[config.mk]
export PLATFORM = sky130hd
export DESIGN_NAME = hazard_unit
export DESIGN_NICKNAME = d
export VERILOG_FILES = /design/src/rtl/hazard_unit.sv
export SDC_FILE = /design/constraint.sdc
export NUM_CORES = 1
export LEC_CHECK = 0
export ABC_AREA = 1
export CAP_MARGIN = 20
export CORE_MARGIN = 4
export CORE_UTILIZATION = 35
export DETAILED_ROUTE_END_ITERATION = 8
export PLACE_DENSITY = 0.59
export SETUP_SLACK_MARGIN = 0.2
export SLEW_MARGIN = 5
export SYNTH_ARGS = -nofsm -noshare
export SYNTH_HDL_FRONTEND = slang
export SYNTH_SLANG_ARGS = --single-unit
export TNS_END_PERCENT = 100
[constraint.sdc]
create_clock -name i_clk -period 3.05 [get_ports i_clk]
set_input_delay 0.7625 -clock i_clk [delete_from_list [all_inputs] [get_ports i_clk]]
set_output_delay 0.7625 -clock i_clk [all_outputs]
set_load 0.01 [all_outputs]
[src/rtl/hazard_unit.sv]
// Pipeline interlock between ID and EX. It covers load-use hazards against EX and mul/div RAW and structural hazards, using a per-register scoreboard.
// Latency: the stall/bubble outputs are combinational from the ID/EX inputs and registered state; pending, busy and the stall counter are registered.
// Backpressure: it holds IF/ID and injects an ID/EX bubble while any hazard term is live. A flush overrides the stall in the same cycle.
//
// Ports:
//   i_clk, i_rst                      clock, asynchronous active-high reset
//   i_id_*                            instruction currently in ID (valid, sources, mul/div flag)
//   i_ex_rd, i_ex_is_load             instruction currently in EX
//   i_md_issue[_rd], i_md_done[_rd]   mul/div unit accept / writeback events
//   i_flush                           redirect; kills IF/ID and ID/EX
//   o_stall_if, o_bubble_ex           interlock controls (always equal)
//   o_pending                         scoreboard, bit n = x(n) awaiting a mul/div result
//   o_md_busy                         mul/div unit holds MD_MAX_OUTSTANDING operations
//   o_stall_count                     saturating count of stalled cycles
module hazard_unit #(
    parameter int MD_MAX_OUTSTANDING = 1,
    parameter int CNT_WIDTH          = 32
) (
    input  logic                 i_clk,
    input  logic                 i_rst,
    input  logic                 i_id_valid,
    input  logic [4:0]           i_id_rs1,
    input  logic [4:0]           i_id_rs2,
    input  logic                 i_id_uses_rs1,
    input  logic                 i_id_uses_rs2,
    input  logic                 i_id_is_md,
    input  logic [4:0]           i_ex_rd,
    input  logic                 i_ex_is_load,
    input  logic                 i_md_issue,
    input  logic [4:0]           i_md_issue_rd,
    input  logic                 i_md_done,
    input  logic [4:0]           i_md_done_rd,
    input  logic                 i_flush,
    output logic                 o_stall_if,
    output logic                 o_bubble_ex,
    output logic [31:0]          o_pending,
    output logic                 o_md_busy,
    output logic [CNT_WIDTH-1:0] o_stall_count
);

    typedef enum logic [1:0] {
        IDLE       = 2'd0,
        LOAD_STALL = 2'd1,
        MD_WAIT    = 2'd2
    } state_t;

    localparam logic [2:0]           MD_MAX    = 3'(MD_MAX_OUTSTANDING);
    localparam logic [CNT_WIDTH-1:0] CNT_ALL_1 = '1;

    state_t                 state;
    state_t                 state_next;
    logic [31:0]            pending;
    logic [31:0]            pending_next;
    logic [2:0]             md_count;
    logic [2:0]             md_count_next;
    logic [CNT_WIDTH-1:0]   stall_count;

    logic rs1_live;
    logic rs2_live;
    logic load_use;
    logic sb_hit;
    logic md_struct;
    logic md_busy;
    logic stall_any;
    logic stall;

    // A source only matters if ID is valid, the operand is really read,
    // and it is not x0 (x0 is never produced by anybody).
    assign rs1_live = i_id_valid & i_id_uses_rs1 & (i_id_rs1 != 5'd0);
    assign rs2_live = i_id_valid & i_id_uses_rs2 & (i_id_rs2 != 5'd0);

    assign md_busy = (md_count == MD_MAX);

    assign load_use = i_ex_is_load & (i_ex_rd != 5'd0) &
                      ((rs1_live & (i_id_rs1 == i_ex_rd)) |
                       (rs2_live & (i_id_rs2 == i_ex_rd)));

    // The registered scoreboard is used on purpose. A result written back this
    // cycle reaches the bypass only next cycle, so a same-cycle completion still stalls.
    assign sb_hit = (rs1_live & pending[i_id_rs1]) |
                    (rs2_live & pending[i_id_rs2]);

    assign md_struct = i_id_valid & i_id_is_md & md_busy;

    assign stall_any = load_use | sb_hit | md_struct;
    assign stall     = stall_any & ~i_flush;

    assign o_stall_if    = stall;
    assign o_bubble_ex   = stall;
    assign o_pending     = pending;
    assign o_md_busy     = md_busy;
    assign o_stall_count = stall_count;

    // Scoreboard update. The clear is applied first so that a same-register issue,
    // which is a younger producer, wins.
    always_comb begin
        pending_next = pending;
        if (i_md_done) begin
            pending_next[i_md_done_rd] = 1'b0;
        end
        if (i_md_issue && (i_md_issue_rd != 5'd0)) begin
            pending_next[i_md_issue_rd] = 1'b1;
        end
        pending_next[0] = 1'b0;
    end

    // Outstanding mul/div operations. Illegal overflow and underflow are caught by
    // the assertions below; in hardware the count is clamped.
    always_comb begin
        md_count_next = md_count;
        if (i_md_issue && !i_md_done) begin
            if (!md_busy) begin
                md_count_next = md_count + 3'd1;
            end
        end else if (i_md_done && !i_md_issue) begin
            if (md_count != 3'd0) begin
                md_count_next = md_count - 3'd1;
            end
        end
    end

    // Observability FSM; it does not feed the stall outputs.
    always_comb begin
        state_next = state;
        if (i_flush) begin
            state_next = IDLE;
        end else begin
            case (state)
                IDLE: begin
                    if (load_use) begin
                        state_next = LOAD_STALL;
                    end else if (sb_hit || md_struct) begin
                        state_next = MD_WAIT;
                    end
                end
                LOAD_STALL: begin
                    // The load has reached MEM and is forwardable after one bubble.
                    if (sb_hit || md_struct) begin
                        state_next = MD_WAIT;
                    end else begin
                        state_next = IDLE;
                    end
                end
                MD_WAIT: begin
                    if (!stall_any) begin
                        state_next = IDLE;
                    end
                end
                default: state_next = IDLE;
            endcase
        end
    end

    always_ff @(posedge i_clk or posedge i_rst) begin
        if (i_rst) begin
            state       <= IDLE;
            pending     <= 32'd0;
            md_count    <= 3'd0;
            stall_count <= '0;
        end else begin
            state    <= state_next;
            pending  <= pending_next;
            md_count <= md_count_next;
            if (stall && (stall_count != CNT_ALL_1)) begin
                stall_count <= stall_count + 1'b1;
            end
        end
    end

`ifndef SYNTHESIS
    // The mul/div unit must not accept beyond capacity or complete when empty.
    a_md_overflow: assert property (@(posedge i_clk) disable iff (i_rst)
        !(i_md_issue && !i_md_done && md_busy));
    a_md_underflow: assert property (@(posedge i_clk) disable iff (i_rst)
        !(i_md_done && !i_md_issue && (md_count == 3'd0)));
    a_x0_never_pending: assert property (@(posedge i_clk) disable iff (i_rst)
        !pending[0]);
    a_count_in_range: assert property (@(posedge i_clk) disable iff (i_rst)
        md_count <= MD_MAX);
`endif

endmodule

==> metrics.md, run 1 <==
| Metric | Value |
|---|---|
| Critical Path End Type | `output pin` |
| Setup_tns | `0 ns` |
| Skew-Pair Late Insertion Delay | `0.33 ns` |
| Fin crit period | `2.79 ns` |
| # IOs | `102` |
| Dpl ws | `-0.589 ns` |
| R2R setup slack | `0.59 ns` |
| Clock sink count | `66` |
| Endpoint, Worst Hold | `md_count[2]` |
| Clock Tree Root | `clkbuf_16` |
| Flops & latches, synth | `66` |
| Min-delay src | `md_count[2]` |
| Cell Area, Placed | `0.00602 mm2` |
| Total number of vias | `5211` |
| Max Slew Vio Count | `0` |
| Power Density | `524 mW/mm2` |
| Area Growth Syn to Fin | `35.7%` |
| Die Ht | `124 um` |
| Final Setup Violations | `0` |
| Crit path DAT | `2.03 ns` |
| Drt via density | `5.30` |
| VDD IR max | `0.336 mV` |
| CTS tree | `yes` |
| Leak pwr | `2.99 nW` |
| Port bufs | `100` |
| Seq/Total Area, Yosys | `0.350` |
| Mean area per synthesized cell | `6.88 um2` |
| Synth Instances | `685` |
| Hold/Removal Path Class | `register to register` |
| Layout cells sized above 1 | `0.110` |
| Critical Path RT | `2.29 ns` |
| Detailed placement HPWL | `12000 um` |
| Final hold violation count | `0` |
| Internal power | `2.24 mW` |
| Tot GR Track Use | `0.214` |
| RR Startpoint | `o_stall_count[0]` |
| Design area | `0.00640 mm2` |
| Worst Reg-to-Reg Cells | `10` |
| Clock transition at path regs | `0.05 ns` |
| Worst Skew | `0.00545 ns` |
| Switching pwr | `1.11 mW` |
| DRC Markers | `0` |
| Total number of H-tree levels | `3` |
| Synth top area cells | `dfrtp_1 35%, nand2_1 14%, nand3_1 9.6%` |
| Sequential power share | `0.360` |
| Non-Filler Instances | `983` |
| Iteration-0 DRC Markers | `406` |
| Placer Congestion | `0.895` |
| Hold Path Depth | `1` |
| CP Class | `input port to output pin` |
| Post-Synthesis Cell Area | `0.00472 mm2` |
| Startpoint Class | `input port` |
| RSZ-0062 raised after global routing | `yes` |
| GRT overflow | `0` |
| Final worst slack | `0.257 ns` |
| CORE AREA | `0.0132 mm2` |
| Avg WL per Cell | `16.5 um` |
| Initial antenna violation count | `0` |
| Post-DRT Antenna Nets | `0` |
| Die Area | `0.0154 mm2` |
| # hold bufs at CTS | `0` |
| Largest net degree at the start of global routing | `67` |
| Max-cap violation count | `0` |
| Cell row count | `42` |
| Outcome | `complete, no violations` |
| CTS Buf Count | `9` |
| DP Cell Count | `963` |
| Logic pwr share | `0.310` |
| Area leader, netlist | `dfrtp_1` |
| Starting Density | `0.356` |
| Clk pwr share | `0.329` |
| Fmax | `358 MHz` |
| First-pass GRT wire length | `25800 um` |
| Via count of the first global-routing pass | `5012` |
| Unique masters post-synth | `32` |
| Switching part of the total | `0.333` |
| Fin nets | `843` |
| Final wirelength | `16200 um` |
| FF-to-FF End | `o_stall_count[6]` |
| Post-Synthesis Net Count | `726` |
| Top fanout value on the critical path | `2` |
| Tot Pwr | `3.35 mW` |
| Post-synth top area share | `0.350` |
| CTS max path bufs | `2` |
| Diode count | `0` |
| Ys Warns | `0` |
| DR pass1 iterations | `5` |
| Die Span X | `124 um` |
| Part of the cycle the worst path needs | `0.916` |
-- worst max path at each step --
stage	from	end	slack [ns]	depth (start not counted)
floorplan	i_id_rs1[0]	o_stall_if	0.22	13
global placement	i_id_rs2[0]	o_bubble_ex	-0.56	13
detailed placement	i_id_rs1[0]	o_bubble_ex	-0.59	13
CTS	i_id_rs2[2]	o_bubble_ex	0.21	12
global route	i_id_rs2[1]	o_bubble_ex	0.14	12
finish	i_id_uses_rs2	o_bubble_ex	0.26	11
-- cells by family (layout without fill, tap and decap cells) --
| kind of cell | Yosys count | in the layout | share of synthesized area |
|---|---|---|---|
| compound gates | 77 | 77 | 0.0838 |
| xor+xnor | 33 | 33 | 0.0613 |
| fa+ha+maj | 6 | 6 | 0.0159 |
| buf+inv | 115 | 237 | 0.109 |
| flops | 66 | 66 | 0.350 |
| other cells | 1 | 1 | 0.000795 |
| simple gates | 387 | 387 | 0.379 |
-- cell type report --
cell class	count	area [um2]
inverters	89	337
flip-flops and latches	66	1650
multi-input cells	504	2630
clock inverters	2	60.1
well taps	176	220
clock buffers	14	254
repair buffers	132	1250
fillers	1332	6840
-- power groups by stage --
stage	Sequential (mW)	Combinational, mW	Clock (mW)
floorplan	1.20	0.486	0
global placement	1.22	1.00	0
detailed placement	1.22	1.02	0
CTS	1.21	1.03	1.13
global route	1.23	1.15	1.16
finish	1.21	1.04	1.10
-- cell usage after synthesis --
master,n
nor4_2,1
a21oi_1,7
o31ai_1,1
buf_2,10
xor2_1,20
nand3b_2,1
nor4_1,2
dfrtp_1,66
o21ai_0,66
ha_1,6
nor3_1,10
nor3_2,1
nand3_2,2
nand3_4,2
buf_6,5
and3_1,2
inv_2,1
o211ai_1,3
xnor2_1,13
and2_4,1
nand4_1,47
nor2_4,1
nor2_1,45
conb_1,1
buf_1,3
nand3_1,90
nand2_1,179
nor2_2,1
nand3b_1,1
or2_2,1
inv_1,88
buf_4,8
-- registers in the layout, indices dropped and copies added, names as in the netlist --
name	cells
o_stall_count	32
md_count	3
o_pending	31
-- through the flow --
step | utilization | hold WS (ns)
floorplan | - | 0.464
global placement | 0.455 | 0.488
detailed placement | 0.455 | 0.499
CTS | 0.481 | 0.506
global route | 0.483 | 0.516
finish | 0.483 | 0.505
-- timing repair --
| action | 4_1_cts | 5_1_grt |
|---|---|---|
| buffers inserted | 2 | 1 |
| pin swaps | 9 | 13 |
| resized for setup | 54 | 25 |
| cloned | 1 | 0 |
| endpoints found under the setup margin | 2 | 2 |
-- routing by layer --
layer / share of wire / routed length (um) / track usage
met5: 0 / 0 / 0
met4: 0.026 / 427 / 0.0917
met3: 0.069 / 1120 / 0.0404
met2: 0.45 / 7330 / 0.323
met1: 0.45 / 7330 / 0.298
-- worst max-delay path, stage by stage --
cell and delay (ns):
clkdlybuf4s50_1 0.45, nand2_1 0.06, inv_1 0.07, nand2_2 0.06, buf_4 0.12, inv_1 0.07
nand3_2 0.10, nand3_4 0.12, nand2_2 0.06, inv_2 0.05, buf_2 0.12
-- layout by cell type (no fill, tap or decap), drive strengths merged --
master / netlist / layout
nand2: 179 / 179
nand3: 94 / 94
inv: 89 / 89
clkdlybuf4s50: 0 / 81
o21ai: 66 / 66
dfrtp: 66 / 66
nand4: 47 / 47
nor2: 47 / 47
buf: 26 / 38
xor2: 20 / 20
clkbuf: 0 / 19
xnor2: 13 / 13
nor3: 11 / 11
dlygate4sd2: 0 / 7
a21oi: 7 / 7
ha: 6 / 6
o211ai: 3 / 3
nor4: 3 / 3
and3: 2 / 2
bufinv: 0 / 2
nand3b: 2 / 2
o31ai: 1 / 1
or2: 1 / 1
and2: 1 / 1
conb: 1 / 1
clkdlybuf4s15: 0 / 1
Note: power is estimated with default switching activity, not from simulation.
==> run 2: changes to the inputs <==
--- a/config.mk
+++ b/config.mk
@@ -8,9 +8,10 @@
 export ABC_AREA = 1
 export CAP_MARGIN = 20
 export CORE_MARGIN = 4
-export CORE_UTILIZATION = 35
+export CORE_UTILIZATION = 50
 export DETAILED_ROUTE_END_ITERATION = 8
-export PLACE_DENSITY = 0.59
+export GPL_TIMING_DRIVEN = 0
+export PLACE_DENSITY = 0.79
 export SETUP_SLACK_MARGIN = 0.2
 export SLEW_MARGIN = 5
 export SYNTH_ARGS = -nofsm -noshare
==> metrics.md, run 2 (synthesized netlist as in run 1, its figures left out) <==
| Metric | Value |
|---|---|
| CP Class | `input port to output pin` |
| Largest net degree at the start of global routing | `67` |
| Normalized max-slew margin | `0.463` |
| Max Slew Vio Count | `0` |
| Cell row count | `35` |
| Most frequent cells in the layout | `177 x nand2_1, 80 x clkdlybuf4s50_1, 78 x inv_1` |
| CTS max path bufs | `2` |
| Die Area | `0.0110 mm2` |
| Largest register FFs | `32` |
| Critical path buffers and inverters | `7` |
| DRC Markers | `0` |
| Final hold violation count | `0` |
| Critical Path RT | `2.29 ns` |
| Initial antenna violation count | `0` |
| Starting Density | `0.513` |
| Post-DRT Antenna Nets | `0` |
| First-pass GRT wire length | `25600 um` |
| Util after Layout | `0.700` |
| Clock sink count | `66` |
| # hold bufs at CTS | `0` |
| VDD IR max | `0.455 mV` |
| Slowest cell on crit path | `buf_8` |
| Hold/Removal Path Class | `register to register` |
| Clock transition at path regs | `0.07 ns` |
| Fill cells | `775` |
| GRT overflow | `0` |
| Setup_tns | `0 ns` |
| Iteration-0 DRC Markers | `456` |
| Critical path's most frequent cell | `buf_6` |
| Avg WL per Cell | `17.0 um` |
| Design area | `0.00644 mm2` |
| Final Setup Violations | `0` |
| Diode count | `0` |
| Outcome | `complete, no violations` |
| Max-cap violation count | `0` |
| Die Span X | `105 um` |
| CTS Buf Count | `9` |
| Top fanout value on the critical path | `6` |
| Startpoint Class | `input port` |
| Slew of the pin with the lowest slew margin | `0.806 ns` |
| Final wirelength | `15800 um` |
| Total number of H-tree levels | `3` |
| Clock Tree Root | `clkbuf_8` |
| RSZ-0062 raised after global routing | `yes` |
| Cell Area, Placed | `0.00583 mm2` |
| # IOs | `102` |
| CORE AREA | `0.00920 mm2` |
| DR pass1 iterations | `5` |
| Detailed placement HPWL | `11300 um` |
| Placer Congestion | `0.942` |
| Power Density | `514 mW/mm2` |
| Via count of the first global-routing pass | `5067` |
| Tot Pwr | `3.31 mW` |
| Crit path DAT | `2.21 ns` |
| Area Growth Syn to Fin | `36.6%` |
| Leak pwr | `3.04 nW` |
| Worst Skew | `0.00920 ns` |
| CTS tree | `yes` |
| Total number of vias | `5329` |
| Fmax | `336 MHz` |
| Part of the cycle the worst path needs | `0.975` |
| Die Ht | `105 um` |
| Skew-Pair Late Insertion Delay | `0.35 ns` |
| Commonest non-fill, non-tap cell in the layout | `nand2_1` |
| CP max stage delay | `0.14 ns` |
| Fin crit period | `2.97 ns` |
| Port bufs | `97` |
| Drt via density | `5.75` |
| Tot GR Track Use | `0.288` |
| Largest delay share family, worst path | `buffers and inverters` |
| Fin nets | `851` |
| CP Cell Sequence | `buf_8 > buf_8 > buf_6 > nor2_4 > nor2_2 > nand2_1 > nand3_2 > nand3_2 > nand3_2 > nand3_4 > nand3_4 > buf_6 > nand2_2 > inv_2 > buf_6 > buf_6` |
| Layout cells sized above 1 | `0.136` |
| Critical Path End Type | `output pin` |
[run 2: changes by cell type in the layout (fill, tap and decap cells not counted), moves of 8 or more]
cell       previous run  this run
buf_6                 1        16
clkbuf_8              1        10
nand3_2               6        14
clkbuf_16             9         0
buf_4                27        18
nand3_1              85        76
[run 2: cell type report]
class / count / area (um2) / share of cell area
Buffer: 26 / 235 / 0.0365
Clock buffer: 10 / 138 / 0.0214
Clock inverter: 6 / 138 / 0.0214
Inverter: 89 / 344 / 0.0534
Multi-Input combinational cell: 504 / 2680 / 0.417
Sequential cell: 66 / 1650 / 0.256
Tap cell: 111 / 139 / 0.0216
Timing Repair Buffer: 114 / 1110 / 0.173
[run 2: through the flow]
| stage | setup slack [ns] | std cells | hold slack (ns) |
|---|---|---|---|
| finish | 0.0778 | 926 | 0.511 |
| global route | -0.0656 | 926 | 0.521 |
| CTS | 0.0986 | 923 | 0.512 |
| detailed placement | -1.03 | 893 | 0.497 |
| global placement | -1.00 | 893 | 0.488 |
| floorplan | 0.217 | 685 | 0.464 |
[run 2: layer usage]
layer | global-route usage | vias to the layer above | part of all wire
met3 | 0.0704 | 36 | 0.10
met4 | 0.0900 | 0 | 0.025
li1 | - | 2510 | -
met5 | 0 | - | 0
met2 | 0.423 | 292 | 0.43
met1 | 0.416 | 2491 | 0.44
[run 2: final timing paths]
kind                       depth (start not counted)        startpoint                 to  slack [ns]
setup reg to reg                                   9  o_stall_count[0]  o_stall_count[21]        0.78
hold / removal                                     1       md_count[2]        md_count[2]        0.51
max in group asynchronous                          2             i_rst  o_stall_count[29]        1.60
setup / recovery                                  16       i_id_rs1[0]         o_stall_if        0.08
min in group asynchronous                          2             i_rst        md_count[1]        0.92
hold reg to reg                                    1       md_count[2]        md_count[2]        0.51
[run 2: what timing repair did]
action | CTS | global route
gates cloned | 3 | 0
setup endpoints to repair | 2 | 2
setup buffers | 11 | 3
pin swaps | 13 | 14
gates resized for setup | 82 | 32
[run 2: power by group]
group	leakage, nW	switching, mW	internal [mW]	total [mW]
Sequential	0.858	0.197	1.02	1.21
Combinational	2.04	0.572	0.508	1.08
Clock	0.137	0.365	0.651	1.02
Total	3.04	1.13	2.17	3.31
[run 2: worst reg2reg max path: cells and delay by family, from the launching register on]
family        cells  cell delay, ns
flops             1            0.52
simple gates      9            1.66
==> run 3: changes to the inputs <==
--- a/config.mk
+++ b/config.mk
@@ -10,7 +10,6 @@
 export CORE_MARGIN = 4
 export CORE_UTILIZATION = 50
 export DETAILED_ROUTE_END_ITERATION = 8
-export GPL_TIMING_DRIVEN = 0
 export PLACE_DENSITY = 0.79
 export SETUP_SLACK_MARGIN = 0.2
 export SLEW_MARGIN = 5
==> constraint.sdc (replaced) <==
create_clock -name i_clk -period 3.05 [get_ports i_clk]
set_input_delay 0.7625 -clock i_clk [delete_from_list [all_inputs] [get_ports i_clk]]
set_output_delay 0.7625 -clock i_clk [all_outputs]
set_load 0.005 [all_outputs]
==> metrics.md, run 3 (synthesized netlist as in run 1, its figures left out) <==
| Metric | Value |
|---|---|
| CTS Buf Count | `9` |
| RR Startpoint | `o_stall_count[0]` |
| Power Density | `484 mW/mm2` |
| DR pass1 iterations | `7` |
| Setup_tns | `0 ns` |
| Fin nets | `846` |
| VDD IR max | `0.408 mV` |
| Critical Path End Type | `output pin` |
| Tot GR Track Use | `0.284` |
| Detailed placement HPWL | `11300 um` |
| Leak pwr | `2.97 nW` |
| R2R setup slack | `0.60 ns` |
| Hold Path Depth | `1` |
| Dpl ws | `-0.526 ns` |
| Port bufs | `100` |
| Internal power | `1.98 mW` |
| CTS max path bufs | `2` |
| Fmax | `359 MHz` |
| CORE AREA | `0.00920 mm2` |
| Via count of the first global-routing pass | `5042` |
| Switching pwr | `1.07 mW` |
| Total number of vias | `5201` |
| Startpoint Class | `input port` |
| Iteration-0 DRC Markers | `276` |
| Fin crit period | `2.79 ns` |
| Worst Reg-to-Reg Cells | `10` |
| Outcome | `complete, no violations` |
| Final wirelength | `15400 um` |
| Top fanout value on the critical path | `2` |
| Sequential power share | `0.403` |
| Final worst slack | `0.264 ns` |
| Part of the cycle the worst path needs | `0.913` |
| Slew of the pin with the lowest slew margin | `0.601 ns` |
| Cell row count | `35` |
| Total number of H-tree levels | `3` |
| DRC Markers | `0` |
| First-pass GRT wire length | `25300 um` |
| Max Slew Vio Count | `0` |
| Switching part of the total | `0.352` |
| Final hold violation count | `0` |
| Avg WL per Cell | `16.8 um` |
| Clock Tree Root | `clkbuf_8` |
| RSZ-0062 raised after global routing | `no` |
| Post-DRT Antenna Nets | `0` |
| Clock transition at path regs | `0.07 ns` |
| Placer Congestion | `0.952` |
| Die Ht | `105 um` |
| Die Area | `0.0110 mm2` |
| Normalized max-slew margin | `0.599` |
| Final Setup Violations | `0` |
| Crit path DAT | `2.02 ns` |
| Min-delay src | `md_count[2]` |
| Area Growth Syn to Fin | `33.6%` |
| Die Span X | `105 um` |
| GRT overflow | `0` |
| Drt via density | `5.65` |
| # IOs | `102` |
| Hold/Removal Path Class | `register to register` |
| Commonest non-fill, non-tap cell in the layout | `nand2_1` |
| Clk pwr share | `0.278` |
| Clock sink count | `66` |
| Tot Pwr | `3.05 mW` |
| Skew-Pair Late Insertion Delay | `0.35 ns` |
| CP Class | `input port to output pin` |
| Endpoint, Worst Hold | `md_count[2]` |
| Layout cells sized above 1 | `0.130` |
| # hold bufs at CTS | `0` |
| Largest register FFs | `32` |
| Worst Skew | `0.0112 ns` |
| Diode count | `0` |
| Starting Density | `0.513` |
| Hold slack final | `0.513 ns` |
| Max-cap violation count | `0` |
| CTS tree | `yes` |
| Logic pwr share | `0.320` |
| Most frequent cells in the layout | `175 x nand2_1, 84 x nand3_1, 81 x clkdlybuf4s50_1` |
| FF-to-FF End | `o_stall_count[6]` |
| Critical Path RT | `2.29 ns` |
| Initial antenna violation count | `0` |
| Largest net degree at the start of global routing | `41` |
-- run 3: cell types whose count changed in the layout (fill, tap and decap cells not counted), moves of 3 or more --
cell     previous run  this run
buf_8               4         0
a21oi_2             0         5
buf_1               3         0
nand3_1            76        84
buf_4              18        27
nand3_2            14         7
buf_12              0         5
a21oi_1             6         2
inv_2               7        11
inv_4               4         1
buf_6              16         2
-- run 3: worst max path at each step --
stage	cells past startpoint	from	end	slack [ns]
after detailed placement	13	i_id_rs2[0]	o_stall_if	-0.53
final	12	i_id_uses_rs1	o_stall_if	0.26
after floorplan	13	i_id_rs2[1]	o_stall_if	0.23
after global placement	13	i_id_rs2[0]	o_bubble_ex	-0.46
after CTS	12	i_id_uses_rs1	o_stall_if	0.22
after global routing	12	i_id_rs2[3]	o_bubble_ex	0.17
-- run 3: worst max-delay path, cell delays in order --
cell	delay, ns
clkdlybuf4s50_1	0.40
nand2_1	0.08
inv_2	0.04
nand2_2	0.06
inv_2	0.05
nand3_4	0.06
nand2_2	0.05
a21oi_2	0.14
nand3_2	0.12
nand2_2	0.10
inv_2	0.04
buf_2	0.11
-- run 3: final cells by class --
type                       instances  area (um2)
clock buffer                      11         141
clock inverter                     5        77.6
fill                             807        2900
inverter                          89         337
multi-input combinational        504        2650
sequential                        66        1650
tap                              111         139
timing repair buffer             135        1300
-- run 3: timing repair --
| item | CTS | global route |
|---|---|---|
| endpoints found under the setup margin | 2 | 2 |
| setup buffers | 3 | 4 |
| cloned | 0 | 1 |
| pin swaps | 6 | 16 |
| resized for setup | 48 | 42 |
-- run 3: power groups by stage --
stage	combinational, mW	sequential, mW	clock, mW
3_3_place_gp	0.917	1.23	0
5_1_grt	1.07	1.25	0.886
6_report	0.975	1.23	0.848
3_5_place_dp	0.937	1.23	0
2_1_floorplan	0.482	1.15	0
4_1_cts	0.950	1.22	0.852
-- run 3: per-layer routing --
layer	wire (um)	track usage	vias up	share of wire
li1	-	-	2495	-
met2	7010	0.442	237	0.45
met5	0	0	-	0
met1	6820	0.393	2430	0.44
met4	348	0.0881	0	0.023
met3	1250	0.0661	39	0.081
-- run 3: metrics by stage --
step | instances | util | area [um2]
global route | 921 | 0.685 | 6300
detailed placement | 897 | 0.645 | 5930
CTS | 916 | 0.674 | 6200
finish | 921 | 0.685 | 6300
floorplan | 685 | - | 4720
global placement | 897 | 0.645 | 5930
==> RTL change, RTL diff (config.mk and constraints of run 2) <==
Take the reset off `pending` and load it in a clocked block of its own.
--- a/src/rtl/hazard_unit.sv
+++ b/src/rtl/hazard_unit.sv
@@ -156,3 +156,2 @@
             state       <= IDLE;
-            pending     <= 32'd0;
             md_count    <= 3'd0;
@@ -161,3 +160,2 @@
             state    <= state_next;
-            pending  <= pending_next;
             md_count <= md_count_next;
@@ -167,2 +165,6 @@
         end
+    end
+
+    always_ff @(posedge i_clk) begin
+        pending <= pending_next;
     end
Function: changed (Yosys sat finds a counterexample within 4 cycles, from zero or initial values and one cycle with i_rst high).
==> RTL change against run 2 <==
  * Synthesized cell count up 2.2%
  * Setup slack better by 0.097 ns
  * Total power down 9.8%
  * Synthesized area down 3.3%
  * Via count up 1.1%
  * Die area down 3.0%
  * Design area down 3.6%
  * Fmax up 3.4%
  * Routed wire length up 0.65%
  * Clock skew up 0.0024 ns
  * Clock power down 31%
  * Sequential cell count unchanged
  * Final cell count up 1.4%
==> RTL change: results (changes against run 2) <==
share of layout cells above drive strength 1=13.2% (was 13.6%); R2R depth=11 (was 9); Slew @ Worst Pin=0.843 ns (was 0.806 ns); internal power=1.83 mW (was 2.17 mW); pin count of the biggest net entering global routing=21 (was 67); I/O Buffers=98 (was 97); Worst EP arrival=2.11 ns (was 2.21 ns); Final Core Density=70.5% (was 70.0%); Initial DRC Count=435 (was 456); area post-placement=0.00571 mm2 (was 0.00583 mm2); Max Clock Skew=0.0116 ns (was 0.00920 ns); Clock Power Share=23.5% (was 30.7%); status=finished clean (unchanged); Post-synth top cells=nand2_1, inv_1, nand3_1 (was nand2_1, nand3_1, inv_1); sequential fraction of the synthesis area=32.8% (was 35.0%); total routed wirelength=15900 um (was 15800 um); FFs w/ async S/R, synth=53.0% (was 100%); GPL Wtd Cong=0.921 (was 0.942); Total Routing Usage GR=28.9% (was 28.8%); vias in the first global route=5030 (was 5067); HPWL reported at the end of detailed placement=11600 um (was 11300 um); Syn Nets=741 (was 726); synth top area cells=dfrtp_1, nand2_1, dfxtp_1 (was dfrtp_1, nand2_1, nand3_1); fin nets=867 (was 851); Slowest cell on crit path=buf_6 (was buf_8); Max IR drop VDD=0.000359 V (was 0.000455 V)
[RTL change: kinds of logic (layout without fill, tap and decap cells)]
kind of cell	count (synthesis)	after routing	share of synthesized area (%)
flops	66	66	32.8
fa+ha+maj	6	6	1.65
xor+xnor	28	28	5.38
other cells	1	1	0.0822
compound gates	77	77	8.72
simple gates	412	412	41.0
buf+inv	110	241	10.3
[RTL change: cell type report]
cell class | count | area share (%)
plain buffers | 23 | 3.57
clock buffers | 9 | 1.99
clock inverters | 7 | 0.927
inverters | 87 | 5.54
multi-input cells | 524 | 43.3
flip-flops and latches | 66 | 24.1
well taps | 108 | 2.18
repair buffers | 115 | 18.4
[RTL change: routing by layer]
metal	vias to the layer above	global-route usage, %	share of wire (%)
met5	-	0	0
met4	0	7.88	1.5
met3	31	7.15	10
met2	290	43.5	44
met1	2497	41.3	44
li1	2571	-	-
[RTL change: repair_timing]
item / CTS / global route
gates resized for setup: 106 / 35
buffers inserted: 9 / 2
setup endpoints to repair: 2 / 2
pin swaps: 15 / 14
gates cloned: 3 / 2
[RTL change: path summary, 6_finish.rpt]
check,startpoint,endpoint,slack [ns]
max in group asynchronous,i_rst,o_stall_count[17],1.61
min in group asynchronous,i_rst,o_stall_count[6],0.87
hold / removal,md_count[2],md_count[2],0.52
setup / recovery,i_id_rs1[1],o_stall_if,0.17
hold reg to reg,md_count[2],md_count[2],0.52
setup reg to reg,o_stall_count[1],o_stall_count[19],0.76
[RTL change: through the flow]
| stage | setup WS [ns] | cells |
|---|---|---|
| after global placement | -0.990 | 906 |
| final | 0.175 | 939 |
| after detailed placement | -1.04 | 907 |
| after global routing | 0.123 | 939 |
| after floorplan | 0.233 | 700 |
| after CTS | 0.206 | 935 |
